File: config.mk
export PLATFORM = sky130hd
export DESIGN_NAME = ssd_scan_scheduler
export DESIGN_NICKNAME = d
export VERILOG_FILES = /design/src/rtl/ssd_scan_scheduler.sv
export SDC_FILE = /design/constraint.sdc
export NUM_CORES = 1
export LEC_CHECK = 0
export BUFFER_PORTS_ARGS = -buffer_cell sky130_fd_sc_hd__buf_2
export CAP_MARGIN = 0
export CORE_MARGIN = 2
export CORE_UTILIZATION = 55
export DETAILED_ROUTE_END_ITERATION = 6
export PLACE_DENSITY = 0.76
export SYNTH_ARGS = -nofsm -noshare
export SYNTH_HDL_FRONTEND = slang
export SYNTH_SLANG_ARGS = --single-unit
File: constraint.sdc
create_clock -name clk -period 5.1 [get_ports clk]
set_clock_uncertainty 0.05 [all_clocks]
set_input_delay 0.255 -clock clk [delete_from_list [all_inputs] [get_ports clk]]
set_output_delay 0.255 -clock clk [all_outputs]
set_load 0.05 [all_outputs]
File: src/rtl/ssd_scan_scheduler.sv
// ssd_scan_scheduler: scan sequencer and round-robin write arbiter for an
// 8-digit multiplexed seven-segment display. Holds the BCD digit buffer,
// drives active-low anodes and the lit digit's BCD code to the cathode
// decoder.
// Optional feature: define SSD_BLANK_EN to insert BLANK_CYC cycles of
// all-anodes-off between digits (anti-ghosting).
//
// state | meaning
// IDLE  | display dark, index and dwell counter cleared
// SCAN  | digit digit_idx lit for TICK_DIV cycles
// BLANK | all anodes off for BLANK_CYC cycles (SSD_BLANK_EN only)
module ssd_scan_scheduler #(
  parameter int TICK_DIV  = 12500,
  parameter int BLANK_CYC = 16
) (
  input  logic       clk,
  input  logic       reset,
  input  logic       enable,
  input  logic       wr_req_a,
  input  logic [2:0] wr_idx_a,
  input  logic [3:0] wr_data_a,
  input  logic       wr_req_b,
  input  logic [2:0] wr_idx_b,
  input  logic [3:0] wr_data_b,
  output logic       wr_gnt_a,
  output logic       wr_gnt_b,
  output logic [7:0] anodes,
  output logic [3:0] bcd_out,
  output logic [2:0] digit_idx,
  output logic       frame_done
);

  localparam int CNT_MAX = (TICK_DIV > BLANK_CYC) ? TICK_DIV : BLANK_CYC;
  localparam int CNT_W   = $clog2(CNT_MAX);
  localparam logic [CNT_W-1:0] TICK_LD = CNT_W'(TICK_DIV - 1);
`ifdef SSD_BLANK_EN
  localparam logic [CNT_W-1:0] BLANK_LD = CNT_W'(BLANK_CYC - 1);
`endif

  typedef enum logic [1:0] {
    IDLE  = 2'd0,
    SCAN  = 2'd1
`ifdef SSD_BLANK_EN
    , BLANK = 2'd2
`endif
  } state_e;

  state_e           state_q, state_d;
  logic [CNT_W-1:0] cnt_q, cnt_d;
  logic [2:0]       idx_q, idx_d;
  logic [7:0]       anodes_q, anodes_d;
  logic             frame_q, frame_d;
  logic             ptr_q, ptr_d;
  logic [3:0]       buf_q [8];

  // Round-robin grant: ptr_q = 0 favours A, 1 favours B on contention.
  always_comb begin
    wr_gnt_a = wr_req_a & (~wr_req_b | ~ptr_q);
    wr_gnt_b = wr_req_b & (~wr_req_a | ptr_q);
    ptr_d    = ptr_q;
    if (wr_gnt_a)      ptr_d = 1'b1;
    else if (wr_gnt_b) ptr_d = 1'b0;
  end

  // Digit buffer and arbiter pointer; writes land in every scan state.
  always_ff @(posedge clk) begin
    if (reset) begin
      ptr_q <= 1'b0;
      for (int i = 0; i < 8; i++) buf_q[i] <= 4'd0;
    end else begin
      ptr_q <= ptr_d;
      if (wr_gnt_a)      buf_q[wr_idx_a] <= wr_data_a;
      else if (wr_gnt_b) buf_q[wr_idx_b] <= wr_data_b;
    end
  end

  // Scan next-state: down-counter dwell, index wrap flags frame_done.
  always_comb begin
    state_d = state_q;
    cnt_d   = cnt_q;
    idx_d   = idx_q;
    frame_d = 1'b0;
    if (!enable) begin
      state_d = IDLE;
      cnt_d   = '0;
      idx_d   = 3'd0;
    end else begin
      case (state_q)
        IDLE: begin
          state_d = SCAN;
          cnt_d   = TICK_LD;
          idx_d   = 3'd0;
        end
        SCAN: begin
          if (cnt_q == '0) begin
`ifdef SSD_BLANK_EN
            state_d = BLANK;
            cnt_d   = BLANK_LD;
`else
            cnt_d   = TICK_LD;
            idx_d   = idx_q + 3'd1;
            frame_d = (idx_q == 3'd7);
`endif
          end else begin
            cnt_d = cnt_q - CNT_W'(1);
          end
        end
`ifdef SSD_BLANK_EN
        BLANK: begin
          if (cnt_q == '0) begin
            state_d = SCAN;
            cnt_d   = TICK_LD;
            idx_d   = idx_q + 3'd1;
            frame_d = (idx_q == 3'd7);
          end else begin
            cnt_d = cnt_q - CNT_W'(1);
          end
        end
`endif
        default: begin
          state_d = IDLE;
          cnt_d   = '0;
          idx_d   = 3'd0;
        end
      endcase
    end
    anodes_d = (state_d == SCAN) ? ~(8'h01 << idx_d) : 8'hFF;
  end

  // Scan state register; anodes and frame_done registered from next state.
  always_ff @(posedge clk) begin
    if (reset) begin
      state_q  <= IDLE;
      cnt_q    <= '0;
      idx_q    <= 3'd0;
      anodes_q <= 8'hFF;
      frame_q  <= 1'b0;
    end else begin
      state_q  <= state_d;
      cnt_q    <= cnt_d;
      idx_q    <= idx_d;
      anodes_q <= anodes_d;
      frame_q  <= frame_d;
    end
  end

  assign anodes     = anodes_q;
  assign digit_idx  = idx_q;
  assign frame_done = frame_q;
  assign bcd_out    = buf_q[idx_q];

endmodule

==> results.json <==
{
  "clock_path_buffers": 2,
  "critical-path-top-delay-family": "flip-flops",
  "h-tree-depth": 3,
  "grt_max_degree": 21,
  "setup_viol_count_final": 0,
  "grt.overflow.total": 0,
  "core-area_um2": 5205,
  "clock_insertion_delay_worst_skew_ns": 0.33,
  "post_cts.resized_instances": 0,
  "leakage_uw": 0.001351,
  "grt_first_pass_wirelength_mm": 9.977,
  "timing.hold.ws_ns": 0.1666,
  "placement_rows": 26,
  "initial_core_util_pct": 57.98,
  "vias_in_the_first_global_route": 2057,
  "area_grow_syn2layout_pct": 12.27,
  "synth.ff_latch_count": 61,
  "dpl_worst_slack_ns": 2.855,
  "slowest_delay_ns": 0.87,
  "gpl_congestion": 0.8292,
  "setup_total_negative_slack_ns": 0,
  "grtUsageTotal_pct": 21.41,
  "worst_setup_path_end_kind": "output pin",
  "synthDominantAreaCellType": "edfxtp_1",
  "port_buffers": 36,
  "yosys.cell_count.top_type": "nor2_1",
  "path_clk_slew_ns": 0.07,
  "final_net_count": 323,
  "cts-hold-fix-buffers": 0,
  "power_density_nw_per_um2": 304.5,
  "relSlewSlack_pct": 43.55,
  "post_route_cells_drive_above_1_share_pct": 26.89,
  "finalCoreUtilization_pct": 65.10,
  "finalCritPeriodShare_pct": 50.79,
  "diodes": 0,
  "die_w_um": 78.08,
  "layout.area.seq_um2": 1541,
  "die_height_um": 78.08,
  "peakVddDrop_mv": 0.1679,
  "startpoint_type": "register",
  "vias": 2133,
  "slew_violations": 0,
  "finalWorstPathRequiredPeriod_ns": 2.591,
  "crit_path_cell_trace": "mux4_2, mux2_2, buf_2",
  "die_area_um2": 6096,
  "drc": 0,
  "detailedPlacementHpwl_mm": 4.400,
  "syn-num-nets": 288,
  "io-pin-count": 37,
  "post_cts_buffers": 0,
  "async_flop_share_pct": 0,
  "synth_seq_area_share_pct": 51.08,
  "drt_pass1_iterations": 4,
  "number_of_distinct_standard_cells_referenced_by_the_synthesized_netlist": 52,
  "layout_setup_ws_ns": 2.509,
  "worst-endpoint-required_ns": 4.80,
  "tritoncts": "yes",
  "max_freq_mhz": 386.0,
  "post_synth_instance_area_um2": 3018,
  "fillers": 417,
  "route.detailed.wl_per_inst_um": 16.02,
  "hold_path.class": "in -> reg",
  "worst-path-max-fanout": 20,
  "worst-setup-path-type": "reg -> out",
  "hold_viol_final": 0,
  "synth-edff-count": 32,
  "drt_iter0_drc": 156,
  "cts-root-buf": "clkbuf_8",
  "tightest_slew_ns": 0.8456,
  "count_of_buffering_cells_on_the_critical_path_with_inverters_included": 1,
  "synth_area_per_cell_um2": 11.39,
  "synth_top_area_share_pct": 31.84,
  "yosysWarnings": 0,
  "drt-total-wl_mm": 6.009,
  "grt_antenna_before_repair": 0,
  "synth_cells": 265,
  "grt_setup_unrepaired": "no",
  "postSynth.topFlopCell": "edfxtp_1",
  "cts-buffers-inserted": 9,
  "netlist_top_cells_count": "nor2_1, edfxtp_1, dfxtp_1, nand2_1, nor2b_1",
  "outcome": "finished, final reports clean",
  "power.total_uw": 1032,
  "timing.critical_path.slowest_stage_cell": "dfxtp_1",
  "ys_top_cells_by_area": "edfxtp_1, dfxtp_1, mux4_2",
  "ant_nets": 0,
  "multiInputGateArea_um2": 1378,
  "cp_data_arrival_time_ns": 2.29,
  "clock_sink_count": 61,
  "post_drt_via_cell_ratio": 5.688,
  "max_cap_violations": 0
}
[cell type report]
type	count	share of cell area (%)
inverters	8	0.8863
clock buffers	13	4.394
repair buffers	37	5.539
multi-input cells	183	40.66
clock inverters	3	0.4431
well taps	70	2.585
flip-flops and latches	61	45.49
[tightest hold or removal path, delay by kind of cell]
family	cells	cell delay [ns]
compound gates	1	0.05
buf+inv	1	0.11
simple gates	1	0.08
[routing by layer]
layer,global-route usage [%],part of all wire (%),up-vias
met4,9.649,2.1,0
met3,4.023,5.1,11
met5,0,0,-
met1,29.30,46,1021
li1,-,-,1031
met2,33.45,47,70
[path summary, 6_finish.rpt]
path | start | to | slack (ns) | cells past startpoint
worst max register to register | cnt_q[2]$_SDFF_PP0_ | anodes[2]$_SDFF_PP1_ | 3.03 | 4
worst max-delay path | digit_idx[0]$_SDFF_PP0_ | bcd_out[2] | 2.51 | 3
worst min register to register | cnt_q[0]$_SDFF_PP0_ | cnt_q[0]$_SDFF_PP0_ | 0.46 | 1
worst min-delay path | wr_req_a | ptr_q$_SDFFE_PP0P_ | 0.17 | 3
[where the power goes]
group          leakage [uW]  internal, uW  total (uW)  switching (uW)
sequential         0.000563           536         546            10.2
clock             0.0000872           188         366             178
combinational      0.000701          43.8         120            76.3
[sequential cells by signal, indices dropped and copies added (netlist names)]
name and cells:
state_q 2, buf_q 32, digit_idx 3, cnt_q 14, frame_done 1, ptr_q 1, anodes 8
[cells by family after synthesis]
kind of cell / count (synthesis) / synth area share, %
AOI/OAI and AO/OA: 29 / 8.085
xor gates and xnor gates: 13 / 3.773
adders and majority gates: 4 / 1.658
buffers and inverters: 21 / 3.275
DFF: 61 / 51.08
muxes: 22 / 11.44
other: 1 / 0.1243
and+or+nand+nor: 114 / 20.56
[cells in the final DEF (no fill, tap or decap), types with 5 or more instances in the layout]
cell type  count
nand4_1        6
xor2_1        10
mux4_2         8
mux2i_1        5
nand3_1        5
nor2_1        36
nand2_1       22
clkbuf_8      10
a21oi_2        7
inv_1          6
nor2b_1       15
o211ai_1       5
buf_2         36
nand3b_1       5
edfxtp_1      32
dfxtp_1       29
[metrics by stage]
step,std cells,instance area [um2]
2_1_floorplan,265,3018
3_3_place_gp,359,3224
3_5_place_dp,359,3224
4_1_cts,375,3388
5_1_grt,375,3388
6_report,375,3388
Power figures use the tool's default switching activity.
